### src/rtl/xalu_pkg.sv
// Shared op codes, FSM state encoding and op-class helper for the word sequencer.
package xalu_pkg;

  localparam logic [2:0] OP_ADD   = 3'd0;
  localparam logic [2:0] OP_AND   = 3'd1;
  localparam logic [2:0] OP_OR    = 3'd2;
  localparam logic [2:0] OP_XOR   = 3'd3;
  localparam logic [2:0] OP_PASSA = 3'd4;
  localparam logic [2:0] OP_PASSB = 3'd5;
  localparam logic [2:0] OP_SHR   = 3'd6;
  localparam logic [2:0] OP_SHL   = 3'd7;

  typedef enum logic [1:0] {
    ST_IDLE = 2'd0,
    ST_RUN  = 2'd1,
    ST_DONE = 2'd2
  } state_e;

  // Ops whose slice carry ripples between nibbles and produces a word carry-out.
  function automatic logic op_uses_carry(input logic [2:0] op);
    return (op == OP_ADD) || (op == OP_SHL) || (op == OP_SHR);
  endfunction

endpackage

### src/rtl/xalu_word_seq.sv
// Runs an external 4-bit ALU slice over NIB cycles to perform one 4*NIB-bit word operation,
// chaining carries between nibbles and assembling result, carry-out and flags.
module xalu_word_seq
  import xalu_pkg::*;
#(
  parameter int unsigned NIB = 4
) (
  input  logic              clk,
  input  logic              rst_n,
  input  logic              start,
  input  logic [2:0]        op,
  input  logic              com,
  input  logic              cin,
  input  logic [4*NIB-1:0]  a_word,
  input  logic [4*NIB-1:0]  b_word,
  output logic [3:0]        alu_a,
  output logic [3:0]        alu_b,
  output logic [2:0]        alu_f,
  output logic              alu_ci_right,
  output logic              alu_ci_left,
  output logic              alu_com,
  input  logic [3:0]        alu_d,
  input  logic              alu_co_left,
  input  logic              alu_co_right,
  input  logic              alu_equ,
  output logic              busy,
  output logic              done,
  output logic [4*NIB-1:0]  result,
  output logic              cout,
  output logic              eq,
  output logic              zero
);

  localparam int unsigned W  = 4 * NIB;
  localparam int unsigned IW = $clog2(NIB);

  state_e          state_q, state_d;
  logic [IW-1:0]   idx_q, idx_d;
  logic [2:0]      op_q, op_d;
  logic            com_q, com_d;
  logic            carry_q, carry_d;
  logic            eq_acc_q, eq_acc_d;
  logic [W-1:0]    a_q, a_d;
  logic [W-1:0]    b_q, b_d;
  logic [W-1:0]    result_q, result_d;
  logic            busy_q, busy_d;
  logic            done_q, done_d;
  logic            cout_q, cout_d;
  logic            eq_q, eq_d;
  logic            zero_q, zero_d;

  logic [IW-1:0]   pos;
  logic [3:0]      nib_a, nib_b;
  logic            run;
  logic            last;

  // Nibble position: SHR walks MSB-first so the shift-in enters at the top.
  always_comb begin
    run   = (state_q == ST_RUN);
    last  = (idx_q == IW'(NIB - 1));
    pos   = (op_q == OP_SHR) ? (IW'(NIB - 1) - idx_q) : idx_q;
    nib_a = 4'd0;
    nib_b = 4'd0;
    for (int i = 0; i < NIB; i++) begin
      if (pos == IW'(i)) begin
        nib_a = a_q[4*i +: 4];
        nib_b = b_q[4*i +: 4];
      end
    end
  end

  // Slice drive; the carry register already holds cin for the first nibble.
  always_comb begin
    alu_a        = run ? nib_a : 4'd0;
    alu_b        = run ? nib_b : 4'd0;
    alu_f        = run ? op_q : 3'd0;
    alu_com      = run & com_q;
    alu_ci_right = run & carry_q & ((op_q == OP_ADD) || (op_q == OP_SHL));
    alu_ci_left  = run & carry_q & (op_q == OP_SHR);
  end

  always_comb begin
    state_d  = state_q;
    idx_d    = idx_q;
    op_d     = op_q;
    com_d    = com_q;
    carry_d  = carry_q;
    eq_acc_d = eq_acc_q;
    a_d      = a_q;
    b_d      = b_q;
    result_d = result_q;
    busy_d   = busy_q;
    done_d   = 1'b0;
    cout_d   = cout_q;
    eq_d     = eq_q;
    zero_d   = zero_q;

    case (state_q)
      ST_IDLE: begin
        if (start) begin
          state_d  = ST_RUN;
          idx_d    = '0;
          op_d     = op;
          com_d    = com;
          carry_d  = cin;
          eq_acc_d = 1'b1;
          a_d      = a_word;
          b_d      = b_word;
          result_d = '0;
          busy_d   = 1'b1;
        end
      end
      ST_RUN: begin
        for (int i = 0; i < NIB; i++) begin
          if (pos == IW'(i)) result_d[4*i +: 4] = alu_d;
        end
        carry_d  = (op_q == OP_SHR) ? alu_co_right : alu_co_left;
        eq_acc_d = eq_acc_q & alu_equ;
        idx_d    = idx_q + IW'(1);
        if (last) begin
          state_d = ST_DONE;
          idx_d   = '0;
          done_d  = 1'b1;
          cout_d  = op_uses_carry(op_q) & carry_d;
          eq_d    = eq_acc_d;
          zero_d  = ~|result_d;
        end
      end
      ST_DONE: begin
        state_d = ST_IDLE;
        busy_d  = 1'b0;
      end
      default: begin
        state_d = ST_IDLE;
        busy_d  = 1'b0;
      end
    endcase
  end

  always_ff @(posedge clk) begin
    if (!rst_n) begin
      state_q  <= ST_IDLE;
      idx_q    <= '0;
      op_q     <= 3'd0;
      com_q    <= 1'b0;
      carry_q  <= 1'b0;
      eq_acc_q <= 1'b0;
      a_q      <= '0;
      b_q      <= '0;
      result_q <= '0;
      busy_q   <= 1'b0;
      done_q   <= 1'b0;
      cout_q   <= 1'b0;
      eq_q     <= 1'b0;
      zero_q   <= 1'b0;
    end else begin
      state_q  <= state_d;
      idx_q    <= idx_d;
      op_q     <= op_d;
      com_q    <= com_d;
      carry_q  <= carry_d;
      eq_acc_q <= eq_acc_d;
      a_q      <= a_d;
      b_q      <= b_d;
      result_q <= result_d;
      busy_q   <= busy_d;
      done_q   <= done_d;
      cout_q   <= cout_d;
      eq_q     <= eq_d;
      zero_q   <= zero_d;
    end
  end

  assign busy   = busy_q;
  assign done   = done_q;
  assign result = result_q;
  assign cout   = cout_q;
  assign eq     = eq_q;
  assign zero   = zero_q;

endmodule

### config.mk
export PLATFORM = sky130hd
export DESIGN_NAME = xalu_word_seq
export DESIGN_NICKNAME = d
export VERILOG_FILES = /design/src/rtl/xalu_pkg.sv /design/src/rtl/xalu_word_seq.sv
export SDC_FILE = /design/constraint.sdc
export NUM_CORES = 1
export LEC_CHECK = 0
export BUFFER_PORTS_ARGS = -buffer_cell sky130_fd_sc_hd__buf_2
export CORE_MARGIN = 10
export CORE_UTILIZATION = 57
export DETAILED_ROUTE_END_ITERATION = 10
export GPL_TIMING_DRIVEN = 0
export PLACE_DENSITY_LB_ADDON = 0.3
export REMOVE_ABC_BUFFERS = 1
export SYNTH_ARGS = -nofsm -noshare
export SYNTH_HDL_FRONTEND = slang
export SYNTH_SLANG_ARGS = --single-unit
### constraint.sdc
create_clock -name clk -period 3 [get_ports clk]
set_clock_uncertainty 0.15 [all_clocks]
set_input_delay 0.15 -clock clk [delete_from_list [all_inputs] [get_ports clk]]
set_output_delay 0.15 -clock clk [all_outputs]
set_load 0.02 [all_outputs]
==> metrics.md <==
| Metric | Value |
|---|---|
| Clk Latency, worst-skew pair | `roughly 0.34 ns` |
| DP HPWL | `slightly above 6000 um` |
| Detail-routed net length per standard cell | `16.85 um` |
| Critical Path AT | `about 2.5 ns` |
| Critical path type | `reg2out` |
| Post-Syn Area per Cell | `about 8 um2` |
| Seq/Total Area, Yosys | `0.3861` |
| Clk network pwr share | `0.343` |
| Status | `finished clean` |
| DR iter-0 viols | `between 200 and 250` |
| Fraction of layout cells with a size suffix above 1 | `0.2102` |
| Pwr dens | `approximately 450 nW/um2` |
| Worst-Margin Slew | `1.327 ns` |
| Placed cells | `529` |
| Synth cell types | `56` |
| Final Max Slew Viols | `0` |
| Via count | `3413` |
| Internal Pwr Total | `1353 uW` |
| Die X | `around 96 um` |
| Die H | `95.71 um` |
| Reg2Reg Setup Slack | `0.46 ns` |
| Switching portion of total power | `0.2766` |
| Unrepaired setup endpoints after global routing | `no` |
| 1st-pass router iterations | `5` |
| Area grow syn2layout | `26.89%` |
| Total gr overflow | `0` |
| I/O Buffers | `between 80 and 90` |
| CTS buffer count | `9` |
| Count leader, synth | `nand2_1` |
| Initial Utilization | `0.5897` |
| Yosys reg bits | `63` |
| Synth Flop Type | `dfxtp_1` |
| Global-route wire length before repair | `15440 um` |
| Root buffer cell | `clkbuf_8` |
| Number of global-route vias before repair | `~3.3k` |
| Hold Path Class | `in2reg` |
| # DRC | `0` |
| # rows | `27` |
| Crit path time final | `around 2.8 ns` |
| Peak Freq | `approximately 350 MHz` |
| Final #Nets | `554` |
| Ant diodes | `0` |
| Worst Path Required | `2.70 ns` |
| Hold slack | `slightly above 0.07 ns` |
| Seq pwr share | `0.491` |
| CTS HTree Levels | `3` |
| Slew HR | `0.1153` |
| Final setup fails | `0` |
| Switching power of the nets | `slightly above 500 uW` |
| Fillers | `432` |
| Non-filler cells, final | `about 580` |
| Worst-path clk slew | `about 0.06 ns` |
| Ports | `slightly above 80` |
| CP Launch Type | `register` |
| TritonCTS clock tree | `built` |
| Vias per std cell | `between 5 and 6` |
| Tcrit/Tclk final | `0.9431` |
| CTS Buffer Depth | `2` |
| Die area | `roughly 9000 um2` |
| Total wire length | `slightly below 10000 um` |
| Cell taking the most area after synthesis | `dfxtp_1` |
| Post-synth top cells | `87 x nand2_1, 63 x dfxtp_1, 39 x a21boi_0, 25 x nor2_1, 19 x nor2b_1` |
| Combinational Power Share | `0.166` |
| Post-synth ARST share | `0` |
| Clock Sinks | `63` |
| VDD IR-drop max | `0.0003063 V` |
| Largest net degree at the start of global routing | `between 60 and 70` |
| Postcts setup bufs | `0` |
| Pleak | `0.001683 uW` |
| Max_cap viols | `0` |
| Fin Setup TNS | `0 ns` |
| Final ANT Viol Nets | `0` |
| Fin. Hold Viols | `0` |
| Largest cells by area after synthesis | `dfxtp_1 39%, nand2_1 10%, a21boi_0 9.0%` |
| Total GRT Usage | `0.2107` |
| CP Capture Type | `output port` |
| Number of synthesized flops with an enable pin | `0` |
| Cell count after synthesis | `slightly above 400` |
| CP Max Fanout | `29` |
| Yosys warns | `0` |
| Final GP Congestion | `0.9060` |
| Initial antenna violation count | `0` |
| Post-Syn Area | `between 3000 and 4000 um2` |
| Floorplan core area | `5540 um2` |
| Area share of the largest cell type after synthesis | `0.3861` |
==> cell type report <==
type                            count  area, um2  share of cell area
Multi-Input combinational cell    311       1831              0.4416
Sequential cell                    63       1264              0.3049
Timing Repair Buffer              119      785.8              0.1896
Clock buffer                       13      158.9             0.03833
Tap cell                           72      90.09             0.02173
Inverter                            2      11.26            0.002717
Clock inverter                      1      5.005            0.001207
==> state kept, by name, indices dropped and copies added, names as in the netlist <==
register and count:
done 1, result 16, a_q 16, eq 1, zero 1, busy 1
idx_q 2, carry_q 1, state_q 2, op_q 3, com_q 1, b_q 16
cout 1, eq_acc_q 1
==> power by group through the flow <==
| stage | clock [uW] | sequential [uW] | combinational [uW] |
|---|---|---|---|
| global placement | 0 | 931 | 258 |
| detailed placement | 0 | 935 | 265 |
| CTS | 643 | 916 | 304 |
| finish | 642 | 918 | 310 |
| global route | 680 | 923 | 343 |
| floorplan | 0 | 931 | 160 |
==> repair_timing <==
| item | 4_1_cts | 5_1_grt |
|---|---|---|
| resized for setup | 3 | 2 |
| endpoints found under the hold margin | 38 | 0 |
| endpoints found under the setup margin | 8 | 5 |
| hold buffers | 38 | 0 |
==> per-stage QoR <==
stage                 util  setup WS (ns)  area, um2  total power [uW]
finish              0.7482         0.1708       4145              1870
global route        0.7482        0.01132       4145              1946
CTS                 0.7471         0.1013       4139              1864
detailed placement  0.6481        0.01762       3591              1199
global placement    0.6481         0.1009       3591              1190
floorplan                -         0.5802       3095              1091
==> placed cells by master, fill, tap and decap left out, types with 2 or more instances in the layout <==
cell type / Yosys / layout
o221ai_1: 4 / 4
nor2_1: 25 / 25
and2_1: 9 / 9
o21ai_0: 15 / 15
mux2i_1: 4 / 4
dfxtp_1: 63 / 61
nand3_1: 2 / 2
and3_1: 2 / 2
nor2b_1: 19 / 19
nand2_1: 87 / 87
a22oi_1: 17 / 17
o32ai_1: 2 / 2
a21boi_0: 39 / 39
dlygate4sd3_1: 0 / 38
or3_1: 5 / 5
buf_2: 8 / 81
a21oi_1: 11 / 11
a221oi_1: 2 / 2
nand4_1: 2 / 2
clkbuf_8: 0 / 11
a311oi_1: 4 / 4
nand2b_1: 2 / 2
o22ai_1: 8 / 8
nor3_1: 13 / 13
a2111oi_0: 4 / 4
dfxtp_2: 0 / 2
clkbuf_1: 18 / 2
a21o_1: 4 / 4
o221a_2: 4 / 4
nor3b_1: 3 / 3
==> layer usage <==
layer	up-vias	wire, um	track usage
met2	152	5014	0.3708
met1	1591	3759	0.2381
met3	24	822	0.04747
li1	1646	-	-
met5	-	0	0
met4	0	193	0.09337
==> worst paths after layout <==
kind,start,to,cells after the start
setup / recovery,op_q[1]$_SDFFE_PN0P_,alu_a[3],6
hold / removal,alu_d[1],result[5]$_SDFFE_PN0P_,3
setup reg to reg,op_q[1]$_SDFFE_PN0P_,zero$_SDFFE_PN0P_,6
hold reg to reg,b_q[4]$_SDFFE_PN0P_,b_q[4]$_SDFFE_PN0P_,2
==> logic make-up (layout without fill, tap and decap cells) <==
logic type,count (synthesis),in the layout,synth area share
flip-flops,63,63,0.3861
AO/OA/AOI/OAI,128,128,0.2872
AND/OR/NAND/NOR,178,178,0.2558
buffers and inverters,37,135,0.05476
multiplexers,4,4,0.01226
adder cells (fa/ha/maj),1,1,0.003829
==> worst max-delay path, cell delays in order (launching register included) <==
cell	delay [ns]
dfxtp_1	0.51
and3b_4	0.48
nor2_1	0.12
a21oi_2	0.43
o22ai_1	0.16
nor3_1	0.26
buf_2	0.22
(Power assumes the default switching activity.)
